File: config.mk
export PLATFORM = sky130hd
export DESIGN_NAME = mat_mac_host_if
export DESIGN_NICKNAME = d
export VERILOG_FILES = /design/src/rtl/mat_mac_pkg.sv /design/src/rtl/mat_result_streamer.sv /design/src/rtl/mat_mac_host_if.sv
export SDC_FILE = /design/constraint.sdc
export NUM_CORES = 1
export LEC_CHECK = 0
export ABC_AREA = 1
export BUFFER_PORTS_ARGS = -buffer_cell sky130_fd_sc_hd__buf_2
export CORE_MARGIN = 2
export CORE_UTILIZATION = 43
export CTS_CLUSTER_SIZE = 14
export DETAILED_ROUTE_END_ITERATION = 12
export PLACE_DENSITY = 0.72
export SLEW_MARGIN = 10
export SYNTH_ARGS = -nofsm -noshare
export SYNTH_HDL_FRONTEND = slang
export SYNTH_SLANG_ARGS = --single-unit
File: constraint.sdc
create_clock -name clk -period 23.3 [get_ports clk]
set_clock_uncertainty 0.05 [all_clocks]
set_input_delay 4.66 -clock clk [delete_from_list [all_inputs] [get_ports clk]]
set_output_delay 4.66 -clock clk [all_outputs]
set_load 0.03 [all_outputs]
File: src/rtl/mat_mac_pkg.sv
// mat_mac_pkg: shared constants and types for the 3x3 matrix-MAC host interface.
//   DW_DEF / RW_DEF : default operand / result element widths
//   N_ELEM / N_IN   : elements per matrix / operand bytes per transaction
//   IDX_W / RIDX_W  : widths of the operand-load and result-stream indices
//   state_e         : host FSM state encoding
package mat_mac_pkg;

  localparam int unsigned DW_DEF = 8;
  localparam int unsigned RW_DEF = 16;
  localparam int unsigned N_ELEM = 9;
  localparam int unsigned N_IN   = 18;
  localparam int unsigned IDX_W  = 5;
  localparam int unsigned RIDX_W = 4;

  typedef enum logic [1:0] {
    LOAD = 2'd0,
    ARM  = 2'd1,
    RUN  = 2'd2,
    SEND = 2'd3
  } state_e;

endpackage

File: src/rtl/mat_result_streamer.sv
// mat_result_streamer: captures the nine core results on a load strobe and streams them
// out c11..c33 over a valid/ready interface.
//   clk, rst        : clock, asynchronous active-high reset
//   load            : capture mat_c and start streaming
//   mat_c           : 9*RW results, c11 in the low word
//   out_ready       : downstream accepts
//   out_valid/out_data/out_last : result stream, out_last with c33
//   last_accepted   : c33 is being accepted this cycle
module mat_result_streamer
  import mat_mac_pkg::*;
#(
  parameter int unsigned RW = RW_DEF
) (
  input  logic                 clk,
  input  logic                 rst,
  input  logic                 load,
  input  logic [9*RW-1:0]      mat_c,
  input  logic                 out_ready,
  output logic                 out_valid,
  output logic [RW-1:0]        out_data,
  output logic                 out_last,
  output logic                 last_accepted
);

  logic [RW-1:0]     r_res [N_ELEM];
  logic [RIDX_W-1:0] r_ridx;
  logic              r_valid;
  logic              w_at_last;

  assign w_at_last = (r_ridx == RIDX_W'(N_ELEM - 1));

  always_ff @(posedge clk or posedge rst) begin
    if (rst) begin
      for (int e = 0; e < N_ELEM; e++) r_res[e] <= '0;
      r_ridx  <= '0;
      r_valid <= 1'b0;
    end else if (load) begin
      for (int e = 0; e < N_ELEM; e++) r_res[e] <= mat_c[e*RW +: RW];
      r_ridx  <= '0;
      r_valid <= 1'b1;
    end else if (r_valid && out_ready) begin
      if (w_at_last) begin
        r_ridx  <= '0;
        r_valid <= 1'b0;
      end else begin
        r_ridx <= r_ridx + RIDX_W'(1);
      end
    end
  end

  // Explicit mux keeps the 4-bit index from reaching past the nine entries.
  always_comb begin
    out_data = '0;
    for (int e = 0; e < N_ELEM; e++) begin
      if (r_ridx == RIDX_W'(e)) out_data = r_res[e];
    end
  end

  assign out_valid     = r_valid;
  assign out_last      = r_valid && w_at_last;
  assign last_accepted = r_valid && out_ready && w_at_last;

endmodule

File: src/rtl/mat_mac_host_if.sv
// mat_mac_host_if: host-side initiator for the 3x3 matrix multiply core. Assembles A and B
// from an operand byte stream, runs the core with a watchdog, then streams the results.
//   clk, rst                    : clock, asynchronous active-high reset
//   in_valid/in_data/in_ready   : operand bytes a11..a33 then b11..b33
//   out_valid/out_data/out_last/out_ready : results c11..c33
//   mat_a, mat_b, start         : to core (element 0 in the low bits)
//   mat_c, done                 : from core
//   busy                        : any state but LOAD
//   err                         : sticky watchdog timeout flag
module mat_mac_host_if
  import mat_mac_pkg::*;
#(
  parameter int unsigned DW      = DW_DEF,
  parameter int unsigned RW      = RW_DEF,
  parameter int unsigned TIMEOUT = 255
) (
  input  logic              clk,
  input  logic              rst,
  input  logic              in_valid,
  input  logic [DW-1:0]     in_data,
  output logic              in_ready,
  output logic              out_valid,
  output logic [RW-1:0]     out_data,
  output logic              out_last,
  input  logic              out_ready,
  output logic [9*DW-1:0]   mat_a,
  output logic [9*DW-1:0]   mat_b,
  output logic              start,
  input  logic [9*RW-1:0]   mat_c,
  input  logic              done,
  output logic              busy,
  output logic              err
);

  localparam int unsigned CNT_W = $clog2(TIMEOUT);

  state_e            r_state, w_state_next;
  logic [IDX_W-1:0]  r_idx;
  logic [9*DW-1:0]   r_mat_a, r_mat_b;
  logic [CNT_W-1:0]  r_cnt;
  logic              r_err;
  logic              w_in_acc, w_capture, w_expire, w_last_acc;

  assign w_in_acc  = in_valid && (r_state == LOAD);
  assign w_capture = (r_state == RUN) && done;
  // done in the expiry cycle wins, so expiry requires done low.
  assign w_expire  = (r_state == RUN) && !done && (r_cnt == CNT_W'(TIMEOUT - 1));

  always_comb begin
    w_state_next = r_state;
    unique case (r_state)
      LOAD: if (w_in_acc && (r_idx == IDX_W'(N_IN - 1))) w_state_next = ARM;
      // A done left high from the previous op must drop before we start.
      ARM:  if (!done) w_state_next = RUN;
      RUN: begin
        if (done)          w_state_next = SEND;
        else if (w_expire) w_state_next = LOAD;
      end
      SEND: if (w_last_acc) w_state_next = LOAD;
      default: w_state_next = LOAD;
    endcase
  end

  always_ff @(posedge clk or posedge rst) begin
    if (rst) begin
      r_state <= LOAD;
      r_idx   <= '0;
      r_mat_a <= '0;
      r_mat_b <= '0;
      r_cnt   <= '0;
      r_err   <= 1'b0;
    end else begin
      r_state <= w_state_next;
      if (w_in_acc) begin
        r_idx <= (r_idx == IDX_W'(N_IN - 1)) ? '0 : r_idx + IDX_W'(1);
        for (int e = 0; e < N_ELEM; e++) begin
          if (r_idx == IDX_W'(e))          r_mat_a[e*DW +: DW] <= in_data;
          if (r_idx == IDX_W'(e + N_ELEM)) r_mat_b[e*DW +: DW] <= in_data;
        end
      end
      if (r_state == ARM) begin
        r_cnt <= '0;
      end else if ((r_state == RUN) && !done && !w_expire) begin
        r_cnt <= r_cnt + CNT_W'(1);
      end
      if (w_expire) r_err <= 1'b1;
    end
  end

  mat_result_streamer #(
    .RW (RW)
  ) u_streamer (
    .clk           (clk),
    .rst           (rst),
    .load          (w_capture),
    .mat_c         (mat_c),
    .out_ready     (out_ready),
    .out_valid     (out_valid),
    .out_data      (out_data),
    .out_last      (out_last),
    .last_accepted (w_last_acc)
  );

  assign in_ready = (r_state == LOAD);
  assign start    = (r_state == RUN);
  assign busy     = (r_state != LOAD);
  assign err      = r_err;
  assign mat_a    = r_mat_a;
  assign mat_b    = r_mat_b;

endmodule

==> metrics.md <==
| Metric | Value |
|---|---|
| Final setup viols | 0 |
| Total number of vias | 11,930 |
| FF-to-FF Start | u_streamer.r_ridx[0]$_DFFE_PP0P_ |
| LEAKAGE | 0.009265 uW |
| Int Pwr | 1419 uW |
| CP most frequent cell | nand2_1 |
| Filler cell count | 2,964 |
| Worst Hold Slack | 403.7 ps |
| Syn avg cell area | 8.184 um2 |
| Post-synthesis instance total | 1,667 |
| Comb pwr share | 0.428 |
| Clock root buffer | clkbuf_16 |
| Util after Layout | 0.5299 |
| Hold Startpoint | err$_DFFE_PP0P_ |
| Final GP Congestion | 0.8626 |
| Resize count post-CTS | 0 |
| Routed Antenna Nets | 0 |
| First DRT Iteration DRCs | 887 |
| Worst r2r path cells | 9 |
| Switching portion of total power | 0.4466 |
| Hold Fails Final Rpt | 0 |
| Critical Path, Cell by Cell | inv_1, ha_1, nand3_1, nor2_1, nor2_1, nand2_1, nand2_1, nand2_1, nand2_1, nand2_1, nand2_1, buf_2 |
| Yosys warnings | 0 |
| Max Cap Viol | 0 |
| Final WL | 40,380 um |
| Initial core utilization | 0.4346 |
| Area of the multi-input gates | 5065 um2 |
| Psw | 1145 uW |
| Period utilization | 0.3703 |
| Half-perimeter wire length after placement | 27,930 um |
| Rel. slew slack | 0.2912 |
| CP peak stage delay | 930 ps |
| CP required | 18,590 ps |
| Worst vdd ir | 93.69 uV |
| Syn_nets | 1,835 |
| First-pass GRT wire length | 64,260 um |
| Die ar. | 33,170 um2 |
| Row count | 65 |
| Sequential share of power | 0.347 |
| Die X | 182.1 um |
| Peak Freq | 115.9 MHz |
| Register area | 7732 um2 |
| Status | finished, final reports clean |
| TritonCTS clock tree | built |
| Routed length per instance | 17.03 um |
| Number of port buffers | 322 |
| Post-CTS Setup Inserts | 0 |
| DRC | 0 |
| CTS max path bufs | 3 |
| Flops & latches, synth | 309 |
| Share of layout cells above drive strength 1 | 0.2161 |
| HP Class | flip-flop to flip-flop |
| Core area | 31,390 um2 |
| Reg2reg end | r_state[1]$_DFFE_PP0P_ |
| CP endpoint kind | output port |
| Setup TNS | 0 ps |
| Worst-path fanout max | 30 |
| Hold buffers post-CTS | 0 |
| CP top delay family | simple AND/OR/NAND/NOR gates |
| Synth cell types | 35 |
| GRT overflow | 0 |
| Die Y | 182.1 um |
| Worst Hold End | err$_DFFE_PP0P_ |
| Via density | 5.032 |
| CTS Sinks | 309 |
| Arr. time, crit path | 3920 ps |
| Critical path class | flip-flop to output port |
| Power Density | 154.1 nW/um2 |
| Nets | 2,109 |
| Worst Max-Slew Pin Slew | 1060 ps |
| I/O Pins | 323 |
| Final worst path period need | 8627 ps |
| Clock Pin Slew Worst Setup and Hold Paths | 60 ps |
| Area Growth Syn to Fin | 21.93% |
| Total power | 2564 uW |
| Pre-Repair DR Iteration Count | 5 |
| RSZ-0062 raised after global routing | false |
| Hold path cells | 1 |
| Startpoint types | flip-flop |
| Initial antenna violation count | 4 |
| Final Max Slew Viols | 0 |
| Largest net degree at the start of global routing | 182 |
| Mapped Area | 13,640 um2 |
| Slowest cell on crit path | nand3_1 |
| Post-synthesis sequential area ratio | 0.5668 |
| DP Cell Count | 2,307 |
| CTS buffer count | 34 |
| R2r setup slk | 20,030 ps |
| Post-route insts no fill | 2,371 |
| Clock network fraction of design power | 0.225 |
| Clock latency on the worst-skew pair | 510 ps |
| # H-tree levels | 2 |
| Tot GR Track Use | 0.2445 |
| Crit path buffers/inverters | 2 |
| Number of global-route vias before repair | 12,060 |
-- synth_stat cells (all sizes together) --
| library cell | number | area share |
|---|---|---|
| nor3b | 1 | 0.0014 |
| xor2 | 5 | 0.0032 |
| nor2 | 85 | 0.026 |
| buf | 49 | 0.019 |
| nor3 | 7 | 0.0050 |
| o22ai | 2 | 0.00092 |
| clkbuf | 38 | 0.010 |
| nand2 | 726 | 0.20 |
| o21ai | 162 | 0.059 |
| a31oi | 1 | 0.00046 |
| or2 | 16 | 0.0073 |
| o211ai | 1 | 0.00055 |
| nand3 | 65 | 0.024 |
| dfrtp | 309 | 0.57 |
| nand4 | 23 | 0.011 |
| a21o | 1 | 0.00055 |
| clkinv | 2 | 0.00092 |
| nand3b | 1 | 0.00055 |
| o31ai | 2 | 0.0011 |
| inv | 119 | 0.033 |
| nor4 | 1 | 0.0016 |
| a21oi | 40 | 0.015 |
| ha | 11 | 0.010 |
-- metal layers --
metal | GRT usage | up-vias | routed length, um
met5 | 0 | - | 30
met4 | 0.08323 | 4 | 1241
met3 | 0.07962 | 83 | 3902
met2 | 0.3918 | 480 | 18530
met1 | 0.3142 | 5609 | 16680
li1 | - | 5755 | -
-- state kept, by name, summed over array words and instances (netlist names) --
signal,count
r_state,2
err,1
u_streamer.r_res,144
u_streamer.out_valid,1
mat_b,72
mat_a,72
r_idx,5
u_streamer.r_ridx,4
r_cnt,8
-- power by group through the flow --
stage | clock network (uW) | logic [uW] | registers, uW
final | 577 | 1100 | 890
after floorplan | 0 | 592 | 1050
after global routing | 610 | 1220 | 916
after global placement | 0 | 1070 | 883
after CTS | 587 | 1100 | 887
after detailed placement | 0 | 1100 | 888
-- kinds of logic after synthesis --
family / after synthesis / synth area share
and+or+nand+nor: 925 / 0.2786
DFF: 309 / 0.5668
AOI/OAI and AO/OA: 209 / 0.07823
buffers and inverters: 208 / 0.06310
adders and majority gates: 11 / 0.01009
xor gates and xnor gates: 5 / 0.003210
-- area by class of cell --
class                      instances  area share
timing repair buffer             325     0.09898
tap                              402     0.03024
clock inverter                    16     0.01369
clock buffer                      46     0.05927
inverter                         121     0.02821
sequential                       309      0.4648
antenna                            2   0.0003009
multi-input combinational       1150      0.3045
-- worst max-delay path by stage --
stage                                     startpoint               to  slack [ps]  depth (start not counted)
floorplan                                        rst  err$_DFFE_PP0P_       10050                          1
global placement    u_streamer.r_ridx[1]$_DFFE_PP0P_     out_data[10]       15320                         12
detailed placement  u_streamer.r_ridx[1]$_DFFE_PP0P_     out_data[10]       15090                         12
CTS                 u_streamer.r_ridx[1]$_DFFE_PP0P_     out_data[10]       14550                         12
global route        u_streamer.r_ridx[2]$_DFFE_PP0P_      out_data[6]       14340                         12
finish              u_streamer.r_ridx[0]$_DFFE_PP0P_      out_data[3]       14670                         12
-- cells in the final DEF (no fill, tap or decap), types with 6 or more instances in the layout --
cell and count:
a21oi_1 38, buf_2 322, clkbuf_16 34, clkbuf_8 9, clkinv_2 7, dfrtp_1 309
ha_1 11, inv_1 114, nand2_1 721, nand3_1 64, nand4_1 23, nor2_1 79
nor2_4 6, o21ai_0 156, o21ai_1 6, or2_2 16
-- stage by stage --
step	worst slack (ps)	cell area [um2]
4_1_cts	14550	16620
5_1_grt	14340	16630
2_1_floorplan	10050	13640
3_5_place_dp	15090	15410
6_report	14670	16630
3_3_place_gp	15320	15410
(Power assumes the default switching activity.)
